## src/rtl/bru_pkg.sv

```systemverilog
// Shared types and widths for the branch update unit.
//   brinfo_t   : one branch-resolution record from an ALU execution unit
//   cfi_type_e : control-flow instruction class
//   pc_sel_e   : frontend PC select for the redirect
package bru_pkg;

  localparam int BR_MASK_W = 20;
  localparam int BR_TAG_W  = $clog2(BR_MASK_W);
  localparam int ROB_IDX_W = 7;
  localparam int FTQ_IDX_W = 6;
  localparam int PC_LOB_W  = 6;
  localparam int LDQ_IDX_W = 5;
  localparam int STQ_IDX_W = 5;
  localparam int TGT_OFF_W = 21;

  typedef enum logic [2:0] {
    CFI_X    = 3'd0,
    CFI_BR   = 3'd1,
    CFI_JAL  = 3'd2,
    CFI_JALR = 3'd3
  } cfi_type_e;

  typedef enum logic [1:0] {
    PC_PLUS4 = 2'd0,
    PC_BRJMP = 2'd1,
    PC_JALR  = 2'd2
  } pc_sel_e;

  typedef struct packed {
    logic                  is_rvc;
    logic [BR_MASK_W-1:0]  br_mask;
    logic [BR_TAG_W-1:0]   br_tag;
    logic [FTQ_IDX_W-1:0]  ftq_idx;
    logic                  edge_inst;
    logic [PC_LOB_W-1:0]   pc_lob;
    logic [ROB_IDX_W-1:0]  rob_idx;
    logic [LDQ_IDX_W-1:0]  ldq_idx;
    logic [STQ_IDX_W-1:0]  stq_idx;
    logic                  taken;
    logic                  mispredict;
    cfi_type_e             cfi_type;
    pc_sel_e               pc_sel;
    logic [TGT_OFF_W-1:0]  target_offset;
  } brinfo_t;

  // Tags at or above BR_MASK_W shift out and yield an empty mask.
  function automatic logic [BR_MASK_W-1:0] tag_onehot(input logic [BR_TAG_W-1:0] tag);
    return BR_MASK_W'(1) << tag;
  endfunction

endpackage

```

## src/rtl/rob_age_select.sv

```systemverilog
// Combinational oldest-entry picker.
//   req          : per-port request
//   rob_idx      : flattened per-port ROB indices
//   rob_head_idx : current ROB head, reference point for age
//   found        : at least one request present
//   sel          : index of the oldest requester (lowest port on ties)
module rob_age_select
  import bru_pkg::*;
#(
  parameter int N     = 2,
  parameter int SEL_W = (N > 1) ? $clog2(N) : 1
) (
  input  logic [N-1:0]           req,
  input  logic [N*ROB_IDX_W-1:0] rob_idx,
  input  logic [ROB_IDX_W-1:0]   rob_head_idx,
  output logic                   found,
  output logic [SEL_W-1:0]       sel
);

  logic [ROB_IDX_W-1:0] age;
  logic [ROB_IDX_W-1:0] best_age;

  // Age is the modular distance from the head, so ROB wrap is handled
  // naturally; strict less-than keeps the lower port on equal age.
  always_comb begin
    found    = 1'b0;
    sel      = '0;
    age      = '0;
    best_age = '1;
    for (int unsigned i = 0; i < N; i++) begin
      age = rob_idx[i*ROB_IDX_W +: ROB_IDX_W] - rob_head_idx;
      if (req[i] && (!found || age < best_age)) begin
        found    = 1'b1;
        sel      = SEL_W'(i);
        best_age = age;
      end
    end
  end

endmodule

```

## src/rtl/branch_update_unit.sv

```systemverilog
// Branch update unit: merges per-ALU brinfo into the brupdate broadcast.
//   clock, reset (async active-low), flush
//   rob_head_idx        : ROB head for age comparison
//   brinfo_*            : flattened per-port branch resolution inputs
//   b1_resolve_mask     : tags resolved, one cycle after input
//   b1_mispredict_mask  : tags mispredicted, one cycle after input
//   b2_*                : oldest mispredict payload, two cycles after input
module branch_update_unit
  import bru_pkg::*;
#(
  parameter int N_BRU = 2
) (
  input  logic                          clock,
  input  logic                          reset,
  input  logic                          flush,
  input  logic [ROB_IDX_W-1:0]          rob_head_idx,
  input  logic [N_BRU-1:0]              brinfo_valid,
  input  logic [N_BRU-1:0]              brinfo_mispredict,
  input  logic [N_BRU-1:0]              brinfo_taken,
  input  logic [N_BRU-1:0]              brinfo_uop_is_rvc,
  input  logic [N_BRU-1:0]              brinfo_uop_edge_inst,
  input  logic [N_BRU*BR_MASK_W-1:0]    brinfo_uop_br_mask,
  input  logic [N_BRU*BR_TAG_W-1:0]     brinfo_uop_br_tag,
  input  logic [N_BRU*FTQ_IDX_W-1:0]    brinfo_uop_ftq_idx,
  input  logic [N_BRU*PC_LOB_W-1:0]     brinfo_uop_pc_lob,
  input  logic [N_BRU*ROB_IDX_W-1:0]    brinfo_uop_rob_idx,
  input  logic [N_BRU*LDQ_IDX_W-1:0]    brinfo_uop_ldq_idx,
  input  logic [N_BRU*STQ_IDX_W-1:0]    brinfo_uop_stq_idx,
  input  logic [N_BRU*3-1:0]            brinfo_cfi_type,
  input  logic [N_BRU*2-1:0]            brinfo_pc_sel,
  input  logic [N_BRU*TGT_OFF_W-1:0]    brinfo_target_offset,
  output logic [BR_MASK_W-1:0]          b1_resolve_mask,
  output logic [BR_MASK_W-1:0]          b1_mispredict_mask,
  output logic                          b2_mispredict,
  output logic                          b2_uop_is_rvc,
  output logic [BR_MASK_W-1:0]          b2_uop_br_mask,
  output logic [BR_TAG_W-1:0]           b2_uop_br_tag,
  output logic [FTQ_IDX_W-1:0]          b2_uop_ftq_idx,
  output logic                          b2_uop_edge_inst,
  output logic [PC_LOB_W-1:0]           b2_uop_pc_lob,
  output logic [ROB_IDX_W-1:0]          b2_uop_rob_idx,
  output logic [LDQ_IDX_W-1:0]          b2_uop_ldq_idx,
  output logic [STQ_IDX_W-1:0]          b2_uop_stq_idx,
  output logic                          b2_taken,
  output logic [2:0]                    b2_cfi_type,
  output logic [1:0]                    b2_pc_sel,
  output logic [TGT_OFF_W-1:0]          b2_target_offset
);

  localparam int SEL_W = (N_BRU > 1) ? $clog2(N_BRU) : 1;

  brinfo_t              bi [N_BRU];
  logic [N_BRU-1:0]     accept;
  logic [N_BRU-1:0]     mp_req;
  logic [BR_MASK_W-1:0] resolve_d;
  logic [BR_MASK_W-1:0] mispredict_d;
  logic                 found;
  logic [SEL_W-1:0]     sel;

  logic                 s1_valid;
  brinfo_t              s1_q;
  brinfo_t              s1_strip;
  logic                 b2_valid;
  brinfo_t              b2_q;

  always_comb begin
    for (int unsigned i = 0; i < N_BRU; i++) begin
      bi[i].is_rvc        = brinfo_uop_is_rvc[i];
      bi[i].br_mask       = brinfo_uop_br_mask[i*BR_MASK_W +: BR_MASK_W];
      bi[i].br_tag        = brinfo_uop_br_tag[i*BR_TAG_W +: BR_TAG_W];
      bi[i].ftq_idx       = brinfo_uop_ftq_idx[i*FTQ_IDX_W +: FTQ_IDX_W];
      bi[i].edge_inst     = brinfo_uop_edge_inst[i];
      bi[i].pc_lob        = brinfo_uop_pc_lob[i*PC_LOB_W +: PC_LOB_W];
      bi[i].rob_idx       = brinfo_uop_rob_idx[i*ROB_IDX_W +: ROB_IDX_W];
      bi[i].ldq_idx       = brinfo_uop_ldq_idx[i*LDQ_IDX_W +: LDQ_IDX_W];
      bi[i].stq_idx       = brinfo_uop_stq_idx[i*STQ_IDX_W +: STQ_IDX_W];
      bi[i].taken         = brinfo_taken[i];
      bi[i].mispredict    = brinfo_mispredict[i];
      bi[i].cfi_type      = cfi_type_e'(brinfo_cfi_type[i*3 +: 3]);
      bi[i].pc_sel        = pc_sel_e'(brinfo_pc_sel[i*2 +: 2]);
      bi[i].target_offset = brinfo_target_offset[i*TGT_OFF_W +: TGT_OFF_W];
    end
  end

  // A port is dropped when its branch depends on a mispredict that is
  // being broadcast right now (killed younger branch).
  always_comb begin
    accept       = '0;
    mp_req       = '0;
    resolve_d    = '0;
    mispredict_d = '0;
    for (int unsigned i = 0; i < N_BRU; i++) begin
      accept[i] = brinfo_valid[i] && !flush &&
                  ((bi[i].br_mask & b1_mispredict_mask) == '0);
      if (accept[i]) begin
        resolve_d |= tag_onehot(bi[i].br_tag);
        if (bi[i].mispredict) begin
          mp_req[i]     = 1'b1;
          mispredict_d |= tag_onehot(bi[i].br_tag);
        end
      end
    end
  end

  rob_age_select #(
    .N     (N_BRU),
    .SEL_W (SEL_W)
  ) u_age_sel (
    .req          (mp_req),
    .rob_idx      (brinfo_uop_rob_idx),
    .rob_head_idx (rob_head_idx),
    .found        (found),
    .sel          (sel)
  );

  // Branches resolved alongside the winner are no longer outstanding.
  always_comb begin
    s1_strip         = s1_q;
    s1_strip.br_mask = s1_q.br_mask & ~b1_resolve_mask;
  end

  always_ff @(posedge clock or negedge reset) begin
    if (!reset) begin
      b1_resolve_mask    <= '0;
      b1_mispredict_mask <= '0;
      s1_valid           <= 1'b0;
      s1_q               <= '0;
      b2_valid           <= 1'b0;
      b2_q               <= '0;
    end else begin
      b1_resolve_mask    <= resolve_d;
      b1_mispredict_mask <= mispredict_d;
      s1_valid           <= found;
      if (found) begin
        s1_q <= bi[sel];
      end
      b2_valid <= s1_valid && !flush;
      if (s1_valid) begin
        b2_q <= s1_strip;
      end
    end
  end

  // Winners are always mispredicting, so the held flag gates only after reset.
  assign b2_mispredict    = b2_valid & b2_q.mispredict;
  assign b2_uop_is_rvc    = b2_q.is_rvc;
  assign b2_uop_br_mask   = b2_q.br_mask;
  assign b2_uop_br_tag    = b2_q.br_tag;
  assign b2_uop_ftq_idx   = b2_q.ftq_idx;
  assign b2_uop_edge_inst = b2_q.edge_inst;
  assign b2_uop_pc_lob    = b2_q.pc_lob;
  assign b2_uop_rob_idx   = b2_q.rob_idx;
  assign b2_uop_ldq_idx   = b2_q.ldq_idx;
  assign b2_uop_stq_idx   = b2_q.stq_idx;
  assign b2_taken         = b2_q.taken;
  assign b2_cfi_type      = b2_q.cfi_type;
  assign b2_pc_sel        = b2_q.pc_sel;
  assign b2_target_offset = b2_q.target_offset;

endmodule

```

## config.mk

```make
export PLATFORM = sky130hd
export DESIGN_NAME = branch_update_unit
export DESIGN_NICKNAME = d
export VERILOG_FILES = /design/src/rtl/bru_pkg.sv /design/src/rtl/rob_age_select.sv /design/src/rtl/branch_update_unit.sv
export SDC_FILE = /design/constraint.sdc
export NUM_CORES = 1
export LEC_CHECK = 0
export CAP_MARGIN = 40
export CORE_MARGIN = 2
export CORE_UTILIZATION = 48
export CTS_CLUSTER_DIAMETER = 40
export DETAILED_ROUTE_END_ITERATION = 10
export PLACE_DENSITY = 0.78
export SLEW_MARGIN = 20
export SYNTH_ARGS = -nofsm -noshare
export SYNTH_HDL_FRONTEND = slang
export SYNTH_HIERARCHICAL = 1
export SYNTH_SLANG_ARGS = --single-unit
```

## constraint.sdc

```tcl
create_clock -name clock -period 4.5 [get_ports clock]
set_clock_uncertainty 0.05 [all_clocks]
set_input_delay 0.675 -clock clock [delete_from_list [all_inputs] [get_ports clock]]
set_output_delay 0.675 -clock clock [all_outputs]
set_load 0.1 [all_outputs]
```

Word-level counts from Yosys, hierarchy flattened
Cells that the tools add are included.

Register bits: 210. Output and inout port bits: 124. Bits of input ports: 180. Word-level logic and storage cells: 74.

$add $sub $neg: 2. Order comparisons: 2. Bitwise operators: 8. Shift-type cells: 2. Reductions and logical operators: 11. Mux-type cells: 17.

Operators by type and width (number): $mux 84 (3); $mux 20 (6); $and 20x20->20 (3); $logic_not 20->1 (2); $or 20x20->20 (2); $shl 1x5->20 const A (2); $not 20->20 (1); $sub 7x7->7 (2); $lt 7x7->1 (1); $mux 1 (7); $mux 7 (1); $logic_and 1x1->1 (6); $ge 2x2->1 const B (1); $logic_not 1->1 (2); $not 1->2 (1); $and 1x1->1 (1); $logic_or 1x1->1 (1).

Longest topological paths before layout
Gate-level depths: netlist of the first run.

Depth after elaboration: 13. Depth in mapped cells: 20. Gate-level depth less buffers: 15.

By module
Netlist of the first run, hierarchy kept.

By module, submodules not included: branch_update_unit (instances 1, cells an instance 921, area each 9905.8 sq um); rob_age_select (instances 1, cells an instance 96, area each 728.2 sq um).

Worst setup path before layout of the first run
Ideal clock, no wire load.

Path type: register to register. Start: register b1_mispredict_mask[12]. End: register s1_q[10] (netlist name). Stages on the path, launching flop included: 20. Arrival: 4.271 ns. Required time: 4.313 ns. Setup time: 0.137 ns. Slack: 0.042 ns. Cell sequence: dfrtp_1 a22o_1 a221oi_1 nand4_1 clkbuf_1 nor2_1 inv_2 or4_1 mux2i_1 a311o_1 ha_1 a21oi_1 nand2_1 a41o_1 a31oi_1 clkbuf_1 buf_2 buf_2 mux2i_1 a21oi_1.

Word-level cells in the longest chain between the ends: 13. Elaborated cells between the ends (all ways): 20.

RTL lines: from (decl) (RTL line branch_update_unit.sv:33) `output logic [BR_MASK_W-1:0] b1_mispredict_mask,`; from (signal assigned) (RTL line branch_update_unit.sv:132) `b1_mispredict_mask <= mispredict_d;`; $and 20x20->20 * (RTL line branch_update_unit.sv:94) `((bi[i].br_mask & b1_mispredict_mask) == '0);`; $logic_not 20->1 * (RTL line branch_update_unit.sv:94); $logic_and 1x1->1 * (RTL line branch_update_unit.sv:93) `accept[i] = brinfo_valid[i] && !flush &&`; $mux 1 * (RTL line branch_update_unit.sv:95) `if (accept[i]) begin`; net mp_req[0] (RTL line branch_update_unit.sv:54) `logic [N_BRU-1:0] mp_req;`; $mux 7 / $mux 1 (equally long branches) (RTL line rob_age_select.sv:32) `if (req[i] && (!found || age < best_age)) begin`; $lt 7x7->1 / $logic_not 1->1 (equally long branches) (RTL line rob_age_select.sv:32); $logic_or 1x1->1 * (RTL line rob_age_select.sv:32); $logic_and 1x1->1 * (RTL line rob_age_select.sv:32); $mux 1 * (RTL line rob_age_select.sv:32); net sel (RTL line branch_update_unit.sv:58) `logic [SEL_W-1:0] sel;`; $not 1->2 (not written as such) * (RTL line branch_update_unit.sv:135) `s1_q <= bi[sel];`; $mux 84 (not written as such) * (3 in series) (RTL line branch_update_unit.sv:135); to (signal assigned) (RTL line branch_update_unit.sv:135); to (decl) (RTL line branch_update_unit.sv:61) `brinfo_t s1_q;`.

The timed path passes the listed nets; every way through them passes the cells marked *. The select of a mux whose other input is x is not followed. A chain may end at the register's enable or synchronous reset.

Final worst setup path of the first run
Start: input port brinfo_uop_br_mask[12]. End: register s1_q[28] (netlist name).

Word-level cells in the longest chain between the ends: 13. Elaborated cells between the ends (all ways): 16.

RTL lines: from (decl) (RTL line branch_update_unit.sv:22) `input logic [N_BRU*BR_MASK_W-1:0] brinfo_uop_br_mask,`; $and 20x20->20 * (RTL line branch_update_unit.sv:94); $logic_not 20->1 * (RTL line branch_update_unit.sv:94); $logic_and 1x1->1 * (RTL line branch_update_unit.sv:93); $mux 1 * (RTL line branch_update_unit.sv:95); net mp_req[0] (RTL line branch_update_unit.sv:54); $mux 7 / $mux 1 (equally long branches) (RTL line rob_age_select.sv:32); $lt 7x7->1 / $logic_not 1->1 (equally long branches) (RTL line rob_age_select.sv:32); $logic_or 1x1->1 * (RTL line rob_age_select.sv:32); $logic_and 1x1->1 * (RTL line rob_age_select.sv:32); $mux 1 * (RTL line rob_age_select.sv:32); net sel (RTL line branch_update_unit.sv:58); $not 1->2 (not written as such) * (RTL line branch_update_unit.sv:135); $mux 84 (not written as such) * (3 in series) (RTL line branch_update_unit.sv:135).

Marked as above.

==> results of run 1 <==
[routing by layer]
metal	GRT usage, %	vias to the layer above
met3	6.04	93
met4	9.74	0
met1	37.9	4691
met2	54.5	550
li1	-	4242
met5	0	-
[state kept, by name (all words and copies together), names as in the netlist]
signal	count
b2_uop_rob_idx	7
s1_q	84
b2_uop_ldq_idx	5
b2_q	1
b1_mispredict_mask	20
b2_uop_pc_lob	6
b2_uop_br_mask	20
b2_uop_ftq_idx	6
b2_uop_is_rvc	1
b2_target_offset	21
b2_uop_br_tag	5
b2_uop_edge_inst	1
b2_cfi_type	3
b2_valid	1
b2_taken	1
s1_valid	1
b1_resolve_mask	20
b2_uop_stq_idx	5
b2_pc_sel	2
[how the worst max path moves through the flow]
stage / startpoint / end / cells after the start
after floorplan: b1_mispredict_mask[12] / s1_q[10] / 19
after global placement: brinfo_uop_br_mask[12] / s1_q[78] / 19
after detailed placement: brinfo_uop_br_mask[12] / s1_q[28] / 19
after CTS: brinfo_uop_br_mask[12] / s1_q[28] / 19
after global routing: brinfo_uop_br_mask[12] / s1_q[74] / 19
final: brinfo_uop_br_mask[12] / s1_q[28] / 19
[cell usage after synthesis, types with 2 or more instances]
| master | count |
|---|---|
| nand3_1 | 71 |
| inv_1 | 30 |
| xnor2_1 | 4 |
| o22ai_1 | 41 |
| mux2_2 | 64 |
| nor2b_1 | 15 |
| and3b_1 | 2 |
| a222oi_1 | 2 |
| dfrtp_1 | 210 |
| a22o_1 | 6 |
| nand3b_1 | 19 |
| a211oi_1 | 3 |
| buf_2 | 18 |
| and2_1 | 6 |
| nor3_1 | 4 |
| nand2_1 | 11 |
| and3_1 | 4 |
| ha_1 | 18 |
| fa_1 | 2 |
| nor2_1 | 98 |
| buf_6 | 5 |
| o21a_1 | 3 |
| nand4_1 | 17 |
| o21ai_0 | 25 |
| o31a_1 | 2 |
| mux2i_1 | 85 |
| nor3b_1 | 4 |
| a21o_1 | 2 |
| a221oi_1 | 4 |
| nor4_1 | 3 |
| a21oi_1 | 90 |
| a22oi_1 | 6 |
| clkbuf_1 | 44 |
| buf_4 | 80 |
| xor2_1 | 2 |
| a311o_1 | 2 |
[placed cells by master, fill, tap and decap left out, drive strengths merged, types with 5 or more instances in the layout]
master         count
clkdlybuf4s50    302
nand4             17
mux2              64
a22oi              6
mux2i             85
ha                18
inv               40
nor2b             15
o21ai             25
dfrtp            210
buf              164
nand3             71
clkbuf            37
nor2              98
bufinv             5
a22o               6
and2               6
nand2             11
nand3b            19
o22ai             41
a21oi             90
[cell type report]
type	instances	area, µm²
multi-input combinational	627	4370
timing repair buffer	466	5780
clock buffer	37	808
inverter	31	116
fill	1269	4790
tap	280	350
clock inverter	21	287
sequential	210	5260
[cells by family (layout without fill, tap and decap cells)]
group,Yosys count,after routing,synth area share (%)
mux,149,149,14.8
flops,210,210,49.4
buf+inv,180,555,9.75
xor+xnor,6,6,0.494
compound gates,194,194,11.0
fa+ha+maj,20,20,2.49
simple gates,258,258,12.1
[report_power, final]
| part | total, W | leakage (nW) | internal [W] | switching [W] |
|---|---|---|---|---|
| clock | 0.00254 | 0.528 | 0.00160 | 0.000944 |
| combinational | 0.00479 | 3.98 | 0.00192 | 0.00287 |
| sequential | 0.00260 | 2.46 | 0.00232 | 0.000276 |
| total | 0.00993 | 6.97 | 0.00584 | 0.00409 |
[per-stage QoR]
stage	worst slack, ns	hold WS (ns)	TNS [ns]	power (W)
6_report	0.203	0.116	0	0.00993
4_1_cts	0.164	0.154	0	0.00997
2_1_floorplan	0.0423	0.329	0	0.00550
3_3_place_gp	-0.316	0.384	-20.33	0.00607
5_1_grt	-0.0340	0.187	-0.127	0.0102
3_5_place_dp	-0.359	0.420	-20.85	0.00740
[worst max-delay path: cells and delay by family]
kind	cells	cell delay (ns)
compound gates	7	1.36
buf+inv	5	1.00
simple gates	4	0.93
mux	2	0.42
fa+ha+maj	1	0.26
==> summary.txt, run 1 <==
Pwr/cell area = 585 nW/µm²
CTS Buf Count = 31
Synthesized net count = 1,217
Setup bufs post-CTS = 0
Vias in the first global route = 10,153
EDFF count, synth = 0
#FFs+latches synth = 210
Final Hold Violating Endpoints = 0
Hold buffers post-CTS = 0
Pin count of the biggest net entering global routing = 103
Fin crit period = 4.30 ns
First-pass GRT wire length = 57.3 mm
Final Cycle Share = 95.5%
Worst path cell trace = clkdlybuf4s50_1 -> a22o_1 -> a221oi_2 -> nand4_1 -> nor2_1 -> buf_4 -> inv_2 -> or4_1 -> mux2i_1 -> a311o_1 -> ha_1 -> a21oi_1 -> nand2_1 -> a41o_1 -> a31oi_4 -> buf_12 -> buf_4 -> mux2i_1 -> a21oi_1
Met1 WL = 13.8 mm
Relative slew slack = 39.4%
Antenna Cells = 0
Asr flop ratio synth = 100%
Critical Path AT = 4.66 ns
Initial antenna violation count = 0
Placeable Area = 21,800 µm²
Routability cong. = 0.928
Design area = 17,000 µm²
DR WL met2 = 18.4 mm
Layout area overhead = 59.6%
DRC = 0
Finished Core Util = 78.0%
Die height = 153 µm
Slowest CP cell = or4_1
Ratio of cells with drive above 1 in the final layout = 20.6%
Top sig layer = met4
Main synth FF type = dfrtp_1
CTS max path bufs = 3
# nets final = 1,567
CTS tree = done
Wire per inst = 21.7 µm
Worst-case reg-to-reg path depth = 18
# setup viols final = 0
Reg-to-Reg Start = b1_mispredict_mask[10]
DR vias = 9,576
Global route overflow = 0
Resized cells post-CTS = 0
Synth top area share = 49.4%
Leak = 6.97 nW
Worst path max stage delay = 0.47 ns
Placed insts = 1,613
Required time of the critical path = 4.86 ns
Tot GR Track Use = 30.7%
Cell taking the most area after synthesis = dfrtp_1
Clk root buf = clkbuf_16
Initial core utilization = 48.9%
Worst hold-check path type = input port to asynchronous set/reset pin
Layout Cells excl Fill = 1,672
IO Port Bufs = 303
Worst Tran Pin Value = 0.903 ns
Max-cap violations = 0
Placed cell area = 15,900 µm²
Ys Warns = 6
Synth top area cells = dfrtp_1 (49%), mux2i_1 (8.0%), mux2_2 (6.8%)
Critical path class = input port to register
Num rows = 54
Max Freq = 0.233 GHz
Sequential area share after synthesis = 49.4%
Met3 WL = 2.86 mm
H-tree depth = 1
Die extent in x = 153 µm
Final wirelength = 36.3 mm
Max Slew Vio Count = 0
Mean number of vias per cell = 5.73
Die area = 23,400 µm²
Crit. End Element = register
CTS sink count = 210
Distinct cell type count after synthesis = 51
Number of DRC markers in iteration 0 = 802
Syn Area/Cell = 10.5 µm²
Worst reg2reg setup slack = 0.39 ns
Clock transition at path regs = 0.06 ns
Antenna Nets Post-Route = 0
Post-Syn Area = 10,600 µm²
Worst-skew pair later-pin latency = 0.55 ns
Syn Inst Count = 1,017
HPWL Detailed = 26.3 mm
# IOs = 304
Worst setup SP type = input port
DRT Pass-1 Iters = 5
Outcome = complete, no violations
RR Endpoint = s1_q[28]
CP max FO = 14
Maximum vdd drop = 0.000454 V
No activity file was read; power rests on OpenSTA's default activity.
==> run 2: changes to the inputs <==
--- a/constraint.sdc
+++ b/constraint.sdc
@@ -4,2 +4,2 @@
 set_output_delay 0.675 -clock clock [all_outputs]
-set_load 0.1 [all_outputs]
+set_load 0.005 [all_outputs]
==> run 2 against run 1 <==
Compared with the run above: total power is 35% lower; clock-buffer cell count is 3 higher; hold slack better by 0.034 ns; critical endpoint unchanged; critical path type unchanged; largest power group is now registers.
==> summary.txt, run 2 (synthesis results as in run 1) <==
Vias in the first global route = 8,830 (-13%)
Initial core utilization = 48.9% (unchanged)
FILL cells = 1,687 (+33%)
Required time of the critical path = 4.84 ns (-0.02 ns)
IO Port Bufs = 303 (unchanged)
Worst hold-check path type = input port to asynchronous set/reset pin
Clk root buf = clkbuf_16
Top delay family on crit path = compound AO/OA/AOI/OAI gates
Finished Core Util = 67.0% (-11 points)
Number of DRC markers in iteration 0 = 772 (-3.7%)
Critical Path AT = 4.64 ns (-0.02 ns)
# nets final = 1,441 (-8.0%)
Max Slew Vio Count = 0 (unchanged)
Worst-case reg-to-reg path depth = 18 (unchanged)
Worst path cell trace = clkdlybuf4s50_1 -> a22o_1 -> a221oi_2 -> nand4_1 -> nor2_1 -> buf_4 -> inv_2 -> or4_1 -> mux2i_1 -> a311o_1 -> ha_1 -> a21oi_1 -> nand2_1 -> a41o_1 -> a31oi_4 -> buf_12 -> buf_4 -> mux2i_1 -> a21oi_1
First-pass GRT wire length = 49.2 mm (-14%)
Placeable Area = 21,800 µm² (unchanged)
Final wirelength = 31.1 mm (-14%)
Antenna Nets Post-Route = 0 (unchanged)
Final Hold Violating Endpoints = 0 (unchanged)
Reg with most FFs = s1_q
DR vias = 8,736 (-8.8%)
CTS tree = done
HPWL Detailed = 22.5 mm (-15%)
Num rows = 54 (unchanged)
Setup TNS = 0 ns (unchanged)
Fin crit period = 4.30 ns (+0.00353 ns)
Global route overflow = 0 (unchanged)
Worst reg2reg setup slack = 0.37 ns (-0.02 ns)
Pwr/cell area = 445 nW/µm² (-24%)
Layout area overhead = 37.1%
Worst-skew pair later-pin latency = 0.54 ns (about the same)
# setup viols final = 0 (unchanged)
H-tree depth = 1 (unchanged)
Tot GR Track Use = 26.1% (-4.6 points)
Pin count of the biggest net entering global routing = 103 (unchanged)
# IOs = 304 (unchanged)
Max FFs per register = 84 (unchanged)
Die extent in x = 153 µm (unchanged)
Worst path max stage delay = 0.46 ns (about the same)
Outcome = complete, no violations
Antenna Cells = 0 (unchanged)
Crit path to = s1_q[28]
Critical path class = input port to register
Initial antenna violation count = 0 (unchanged)
CTS Buf Count = 29 (-6.5%)
Worst setup SP type = input port
Ratio of cells with drive above 1 in the final layout = 12.6% (-8.0 points)
CTS sink count = 210 (unchanged)
CTS max path bufs = 3 (unchanged)
Slowest CP cell = clkdlybuf4s50_1
Clock transition at path regs = 0.06 ns (about the same)
Maximum vdd drop = 0.000251 V (-45%)
Setup crit start = brinfo_uop_br_mask[12]
Die area = 23,400 µm² (unchanged)
Wire per inst = 20.2 µm (-7.0%)
WHS = 0.151 ns (+0.0344 ns)
Max Freq = 0.233 GHz (about the same)
Worst Tran Pin Value = 0.808 ns (-0.0944 ns)
RSZ-0062 raised after global routing = no
CP max FO = 14 (unchanged)
DRC = 0 (unchanged)
Reg-to-Reg Start = b1_mispredict_mask[8]
Routability cong. = 0.928 (unchanged)
Die height = 153 µm (unchanged)
Worst path depth = 19 (unchanged)
Final Cycle Share = 95.6% (about the same)
Commonest non-fill, non-tap cells in the layout = clkdlybuf4s50_1 (302), dfrtp_1 (209), nor2_1 (98)
Crit. End Element = register
Relative slew slack = 45.7% (+6.3 points)
Buffers and inverters on the worst path = 5 (unchanged)
Mean number of vias per cell = 5.66 (-1.2%)
Max-cap violations = 0 (unchanged)
Hold buffers post-CTS = 0 (unchanged)
DRT Pass-1 Iters = 5 (unchanged)
Most common cell after layout, fill and taps aside = clkdlybuf4s50_1
RR Endpoint = s1_q[28]
Leak = 5.84 nW (-16%)
[run 2: changes by cell type in the layout (fill, tap and decap cells not counted), sizes merged]
cell and change:
clkinv +1, clkbuf +3, clkinvlp -3, buf -124, bufinv -2, inv -3
[run 2: worst min-delay path by stage]
stage / endpoint / startpoint / cells after the start
2_1_floorplan: b1_mispredict_mask[0] / reset / 0
3_3_place_gp: b2_uop_br_mask[19] / b1_resolve_mask[19] / 1
3_5_place_dp: b2_uop_br_mask[19] / b1_resolve_mask[19] / 1
4_1_cts: b2_pc_sel[0] / reset / 1
5_1_grt: b2_pc_sel[0] / reset / 1
6_report: b2_pc_sel[0] / reset / 1
[run 2: what timing repair did]
item                       4_1_cts  5_1_grt
buffers inserted                 0        0
resized for setup                0        2
setup endpoints to repair        0       17
[run 2: metrics by stage]
step | worst slack [ns] | area, µm² | power (W) | instances
3_3_place_gp | -0.316 | 13500 | 0.00410 | 1486
3_5_place_dp | -0.352 | 13500 | 0.00416 | 1489
2_1_floorplan | 0.229 | 10600 | 0.00350 | 1017
6_report | 0.199 | 14600 | 0.00649 | 1544
4_1_cts | 0.192 | 14600 | 0.00654 | 1543
5_1_grt | 0.0512 | 14600 | 0.00680 | 1544
[run 2: routing by layer]
layer / vias up / part of all wire (%) / global-route usage [%]
met2: 452 / 48 / 43.8
met5: - / 0 / 0
met4: 0 / 2.3 / 6.39
met1: 4239 / 41 / 35.2
met3: 58 / 8.3 / 5.30
li1: 3987 / - / -
[run 2: power breakdown]
| part | switching (W) | internal [W] |
|---|---|---|
| clock | 0.000873 | 0.00148 |
| sequential | 0.000250 | 0.00232 |
| combinational | 0.000616 | 0.000950 |
| total | 0.00174 | 0.00475 |
[run 2: worst register-to-register path: stages, from the launching register on]
cell      delay, ns
dfrtp_1        0.45
a222oi_1       0.35
and3_1         0.29
nand2_1        0.08
nor2_1         0.10
buf_4          0.13
inv_2          0.03
or4_1          0.46
mux2i_1        0.14
a311o_1        0.15
ha_1           0.27
a21oi_1        0.18
nand2_1        0.07
a41o_1         0.23
a31oi_4        0.25
buf_12         0.21
buf_4          0.16
mux2i_1        0.25
a21oi_1        0.13
[run 2: cell type report]
class	instances	area, µm²	area share, %
well taps	280	350	2.40
repair buffers	342	3460	23.8
clock inverters	14	195	1.34
clock buffers	40	827	5.67
multi-input cells	627	4370	30.0
flip-flops and latches	210	5260	36.1
inverters	31	116	0.798
